### config.mk
export PLATFORM = sky130hd
export DESIGN_NAME = lut_sweep_scanner
export DESIGN_NICKNAME = d
export VERILOG_FILES = /design/src/rtl/lut_sweep_scanner.sv
export SDC_FILE = /design/constraint.sdc
export NUM_CORES = 1
export LEC_CHECK = 0
export CAP_MARGIN = 30
export CORE_AREA = 2 2 89 91
export CTS_CLUSTER_DIAMETER = 30
export DETAILED_ROUTE_END_ITERATION = 16
export DIE_AREA = 0 0 91 93
export GPL_ROUTABILITY_DRIVEN = 0
export HOLD_SLACK_MARGIN = 0.02
export PLACE_DENSITY = 0.67
export REMOVE_ABC_BUFFERS = 1
export SETUP_SLACK_MARGIN = 0.3
export SYNTH_ARGS = -nofsm -noshare
export SYNTH_HDL_FRONTEND = slang
export SYNTH_SLANG_ARGS = --single-unit
### constraint.sdc
create_clock -name clk -period 2.6 [get_ports clk]
set_input_delay 0.39 -clock clk [delete_from_list [all_inputs] [get_ports clk]]
set_output_delay 0.39 -clock clk [all_outputs]
set_load 0.05 [all_outputs]
### src/rtl/lut_sweep_scanner.sv
`default_nettype none
// ============================================================================
// Module   : lut_sweep_scanner
// Purpose  : Sequencer and capture stage wrapped around a combinational
//            lookup circuit. A start request sweeps the lookup address
//            through every code, one per clock. Each returned word is
//            streamed out with its address, and two summaries are built:
//            a rotate-XOR signature and the maximum word with its address.
// Revision : 1.0 - initial release
// ----------------------------------------------------------------------------
// Parameters
//   ADDR_W     : lookup address width; sweep covers 0 .. 2**ADDR_W-1
//   DATA_W     : lookup data width (must be >= 2)
// Ports
//   clk        : rising-edge clock
//   resetn     : asynchronous active-low reset
//   start      : sweep request (ignored while sweeping)
//   abort      : synchronous abort, priority over start
//   a          : registered address to the lookup circuit
//   q          : lookup result, combinational function of a
//   busy       : high while sweeping
//   done       : one-cycle pulse after a completed sweep
//   word_valid : word_addr/word_data hold a freshly captured sample
//   word_addr  : address of the captured sample
//   word_data  : captured lookup word
//   sig        : rotate-left-1 / XOR signature of the captured words
//   max_val    : largest captured word (unsigned)
//   max_addr   : address of max_val (lowest address on ties)
// ============================================================================
module lut_sweep_scanner #(
  parameter int ADDR_W = 3,
  parameter int DATA_W = 16
) (
  input  logic              clk,
  input  logic              resetn,
  input  logic              start,
  input  logic              abort,
  output logic [ADDR_W-1:0] a,
  input  logic [DATA_W-1:0] q,
  output logic              busy,
  output logic              done,
  output logic              word_valid,
  output logic [ADDR_W-1:0] word_addr,
  output logic [DATA_W-1:0] word_data,
  output logic [DATA_W-1:0] sig,
  output logic [DATA_W-1:0] max_val,
  output logic [ADDR_W-1:0] max_addr
);

  typedef enum logic [1:0] {
    ST_IDLE  = 2'd0,
    ST_SWEEP = 2'd1,
    ST_DONE  = 2'd2
  } state_e;

  localparam logic [ADDR_W-1:0] C_ADDR_LAST = '1;

  state_e            state_q,    state_d;
  logic [ADDR_W-1:0] a_q,        a_d;
  logic              wvalid_q,   wvalid_d;
  logic [ADDR_W-1:0] waddr_q,    waddr_d;
  logic [DATA_W-1:0] wdata_q,    wdata_d;
  logic [DATA_W-1:0] sig_q,      sig_d;
  logic [DATA_W-1:0] maxval_q,   maxval_d;
  logic [ADDR_W-1:0] maxaddr_q,  maxaddr_d;

  // --------------------------------------------------------------------------
  // Next-state and datapath logic
  // --------------------------------------------------------------------------
  always_comb begin
    state_d   = state_q;
    a_d       = a_q;
    wvalid_d  = 1'b0;       // strobe only follows a sample edge
    waddr_d   = waddr_q;
    wdata_d   = wdata_q;
    sig_d     = sig_q;
    maxval_d  = maxval_q;
    maxaddr_d = maxaddr_q;

    if (abort) begin
      // Abort freezes address and summaries; only the control path returns
      // to idle, so a partial result stays observable.
      state_d = ST_IDLE;
    end else begin
      unique case (state_q)
        ST_IDLE, ST_DONE: begin
          if (start) begin
            state_d   = ST_SWEEP;
            a_d       = '0;
            sig_d     = '0;
            maxval_d  = '0;
            maxaddr_d = '0;
          end else begin
            state_d = ST_IDLE;
          end
        end

        ST_SWEEP: begin
          wvalid_d = 1'b1;
          waddr_d  = a_q;
          wdata_d  = q;
          sig_d    = {sig_q[DATA_W-2:0], sig_q[DATA_W-1]} ^ q;

          // The first sample always seeds the maximum, so a table of all
          // zeros still reports address 0. Strict compare keeps the lowest
          // address on ties.
          if ((a_q == '0) || (q > maxval_q)) begin
            maxval_d  = q;
            maxaddr_d = a_q;
          end

          if (a_q == C_ADDR_LAST) begin
            state_d = ST_DONE;
          end else begin
            a_d = a_q + 1'b1;
          end
        end

        default: begin
          state_d = ST_IDLE;
        end
      endcase
    end
  end

  // --------------------------------------------------------------------------
  // State and datapath registers
  // --------------------------------------------------------------------------
  always_ff @(posedge clk or negedge resetn) begin
    if (!resetn) begin
      state_q   <= ST_IDLE;
      a_q       <= '0;
      wvalid_q  <= 1'b0;
      waddr_q   <= '0;
      wdata_q   <= '0;
      sig_q     <= '0;
      maxval_q  <= '0;
      maxaddr_q <= '0;
    end else begin
      state_q   <= state_d;
      a_q       <= a_d;
      wvalid_q  <= wvalid_d;
      waddr_q   <= waddr_d;
      wdata_q   <= wdata_d;
      sig_q     <= sig_d;
      maxval_q  <= maxval_d;
      maxaddr_q <= maxaddr_d;
    end
  end

  // busy/done decode straight from the state register, so they are glitch
  // free and clear immediately on reset.
  assign busy       = (state_q == ST_SWEEP);
  assign done       = (state_q == ST_DONE);
  assign a          = a_q;
  assign word_valid = wvalid_q;
  assign word_addr  = waddr_q;
  assign word_data  = wdata_q;
  assign sig        = sig_q;
  assign max_val    = maxval_q;
  assign max_addr   = maxaddr_q;

endmodule
`default_nettype wire
==> impl_metrics.csv <==
group,metric,value,unit
setup_path,end_kind,"flip-flop",
timing,maxSlewViolCount,0,
yosys,syn_inst,255,
setup_path,start_kind,"input pin",
layout,design_area,4330,µm²
layout,multi_input_area,1360,µm²
global_route,globalRoute.totalOverflow,0,
layout,ff_latch_area,1500,µm²
timing,finalCriticalPeriod,2.19,ns
floorplanning,placementRows,32,
power,p_leak,0.00193,µW
clocking,clockRootBuffer,"clkbuf_8",
yosys,async_flop_share,100,%
run,drv_cap,0,
yosys,syn_area,2940,µm²
floorplanning,die-area,8460,µm²
power,peakVddDrop,0.437,mV
clocking,cts_sinks,60,
floorplanning,io_pins,80,
yosys,ys_ff_latch,60,
clocking,cts_buffers,9,
outcome,status,"completed",
timing,fmax,0.456,GHz
floorplanning,die_y,93,µm
clocking,cts_tree,"yes",
timing,relSlewSlack,64.0,%
yosys,synth_edf_count,0,
drt,drt_iter0_markers,99,
drt,viasPerCell,4.86,
place,hpwlAfterDp,5090,µm
yosys,avgSynthCellArea,11.5,µm²
yosys,synth.most_common_cell,"dfrtp_1",
drt,drc,0,
floorplanning,die_w,91,µm
layout,fillers,675,
setup_path,cp_max_fo,3,
clocking,clk_latency,0.34,ns
setup_path,cp_top_family,"buffers and inverters",
drt,first_pass_iters,4,
floorplanning,core-area,7530,µm²
timing,setup_violations,0,
setup_path,cp.buffers_inverters,3,
place,placed_area,3990,µm²
layout,drive_gt1_share,20.7,%
timing,min_period_over_period,84.4,%
yosys,yosysTopAreaCell,"dfrtp_1",
min_path,hp-class,"in -> async",
clocking,cts_buffer_depth,2,
floorplanning,start_util,39.0,%
setup_path,critPathArrivalTime,2.42,ns
setup_path,cp_slowest_cell,"clkdlybuf4s50_1",
timing,tns,0,ns
clocking,cts_hold_buf,0,
setup_path,cp.required,2.83,ns
power,powerDensity,835,nW/µm²
setup_path,cpPeakStageDelay,0.47,ns
yosys,synth_top_area_share,51.2,%
drt,wl,7100,µm
setup_path,path_class,"in -> reg",
yosys,ys_warn_count,0,
yosys,ys_seq_area_share,51.2,%
layout,n_antenna_cell,0,
clocking,clkTransAtPathRegs,0.07,ns
drt,vias,2255,
setup_path,crit_path_cell_trace,"clkdlybuf4s50_1 > ha_4 > nand4_1 > buf_4 > nor3_2 > a311oi_2 > a31oi_2 > buf_4 > mux2_2",
timing,fin_skew,0.00783,ns
timing,rsz0062_at_grt,"no",
global_route,grt_max_degree,61,
timing,fin_ws,0.405,ns
setup_path,cp_common_cell,"buf_4",
yosys,synth-main-ff-cell,"dfrtp_1",
drt,routedWlPerCell,15.3,µm
global_route,grt_pass1_vias,2369,
timing,worst_pin_slew,0.538,ns
place,pre_cts_slack,-0.0427,ns
global_route,grt_usage,17.7,%
clocking,h-tree-depth,3,
drt,drtAntennaViolNets,0,
yosys,synth_common_cells,"dfrtp_1, nand2_1, mux2_2, inv_1, ha_1",
yosys,ys_top_cells_by_area,"dfrtp_1, mux2_2, ha_1",
layout,fin_nets,397,
yosys,synth.distinct_cells,30,
global_route,grt_pass1_wl,11700,µm
timing,holdWs,0.0443,ns
timing,hold_viol_final,0,
place,portBuffers,79,
global_route,antenna_found_initial,0,
layout,area_delta_synth_final,47.4,%
[kinds of logic (layout without fill, tap and decap cells)]
kind of cell / Yosys count / count (layout) / share of synthesized area, %
DFF: 60 / 60 / 51.2
and+or+nand+nor: 54 / 54 / 7.84
adders and majority gates: 19 / 19 / 8.10
muxes: 39 / 39 / 14.3
buffers and inverters: 33 / 140 / 5.54
xor gates and xnor gates: 16 / 16 / 4.77
AOI/OAI and AO/OA: 34 / 34 / 8.31
[where the power goes]
part           internal [µW]  switching, µW  total, µW
combinational            521            873       1390
clock                    654            369       1020
sequential              1090            111       1200
[final timing paths]
| kind | cells past startpoint | startpoint | to | slack (ns) |
|---|---|---|---|---|
| max in group asynchronous | 2 | resetn | max_val[5]$_DFFE_PN0P_ | 2.29 |
| worst max register to register | 9 | max_val[13]$_DFFE_PN0P_ | max_val[0]$_DFFE_PN0P_ | 0.49 |
| worst max-delay path | 9 | q[14] | max_val[0]$_DFFE_PN0P_ | 0.41 |
| min in group clk | 3 | q[12] | max_val[12]$_DFFE_PN0P_ | 0.40 |
| worst min-delay path | 2 | resetn | word_addr[0]$_DFFE_PN0P_ | 0.04 |
| worst min register to register | 1 | word_data[10]$_DFFE_PN0P_ | word_data[10]$_DFFE_PN0P_ | 0.51 |
[state kept, by name (all words and copies together), names as in the netlist]
name	flops
word_data	16
word_addr	3
a	3
state_q	2
max_val	16
max_addr	3
sig	16
word_valid	1
[through the flow]
stage | power (µW) | instances | util [%]
2_1_floorplan | 2060 | 243 | -
3_3_place_gp | 2570 | 448 | 53.0
3_5_place_dp | 2590 | 448 | 53.0
4_1_cts | 3620 | 463 | 56.2
5_1_grt | 3780 | 464 | 57.5
6_report | 3610 | 464 | 57.5
[per-layer routing]
layer / share of wire, % / wire, µm / GRT usage [%] / up-vias
li1: - / - / - / 1080
met1: 45 / 3210 / 22.9 / 1105
met2: 48 / 3410 / 28.2 / 63
met3: 5.3 / 374 / 3.87 / 7
met4: 1.3 / 92 / 8.59 / 0
met5: 0 / 0 / 0 / -
[layout make-up]
class,instances,share of cell area [%]
clock buffers,10,3.18
repair buffers,104,23.5
inverters,21,1.82
multi-input cells,162,31.5
well taps,102,2.95
flip-flops and latches,60,34.7
clock inverters,5,2.31
[what timing repair did]
item,CTS,global route
endpoints found under the setup margin,4,19
pin swaps,0,8
gates resized for setup,1,13
setup buffers,0,1
[cell usage in the layout (no fill, tap or decap), drive strengths merged, types with 2 or more instances in the layout]
cell type,netlist,final
clkdlybuf4s50,0,73
dfrtp,60,60
nand2,37,37
buf,7,27
mux2,23,23
inv,21,21
ha,19,19
xnor2,16,16
o31ai,16,16
mux2i,16,16
clkbuf,5,10
nor2,6,6
a21oi,5,5
dlymetal6s2s,0,4
a21o,3,3
bufinv,0,3
o21ai,3,3
nand2b,2,2
nor2b,2,2
nand4,2,2
clkinv,0,2
nor3,2,2
No activity file was read; power rests on OpenSTA's default activity.
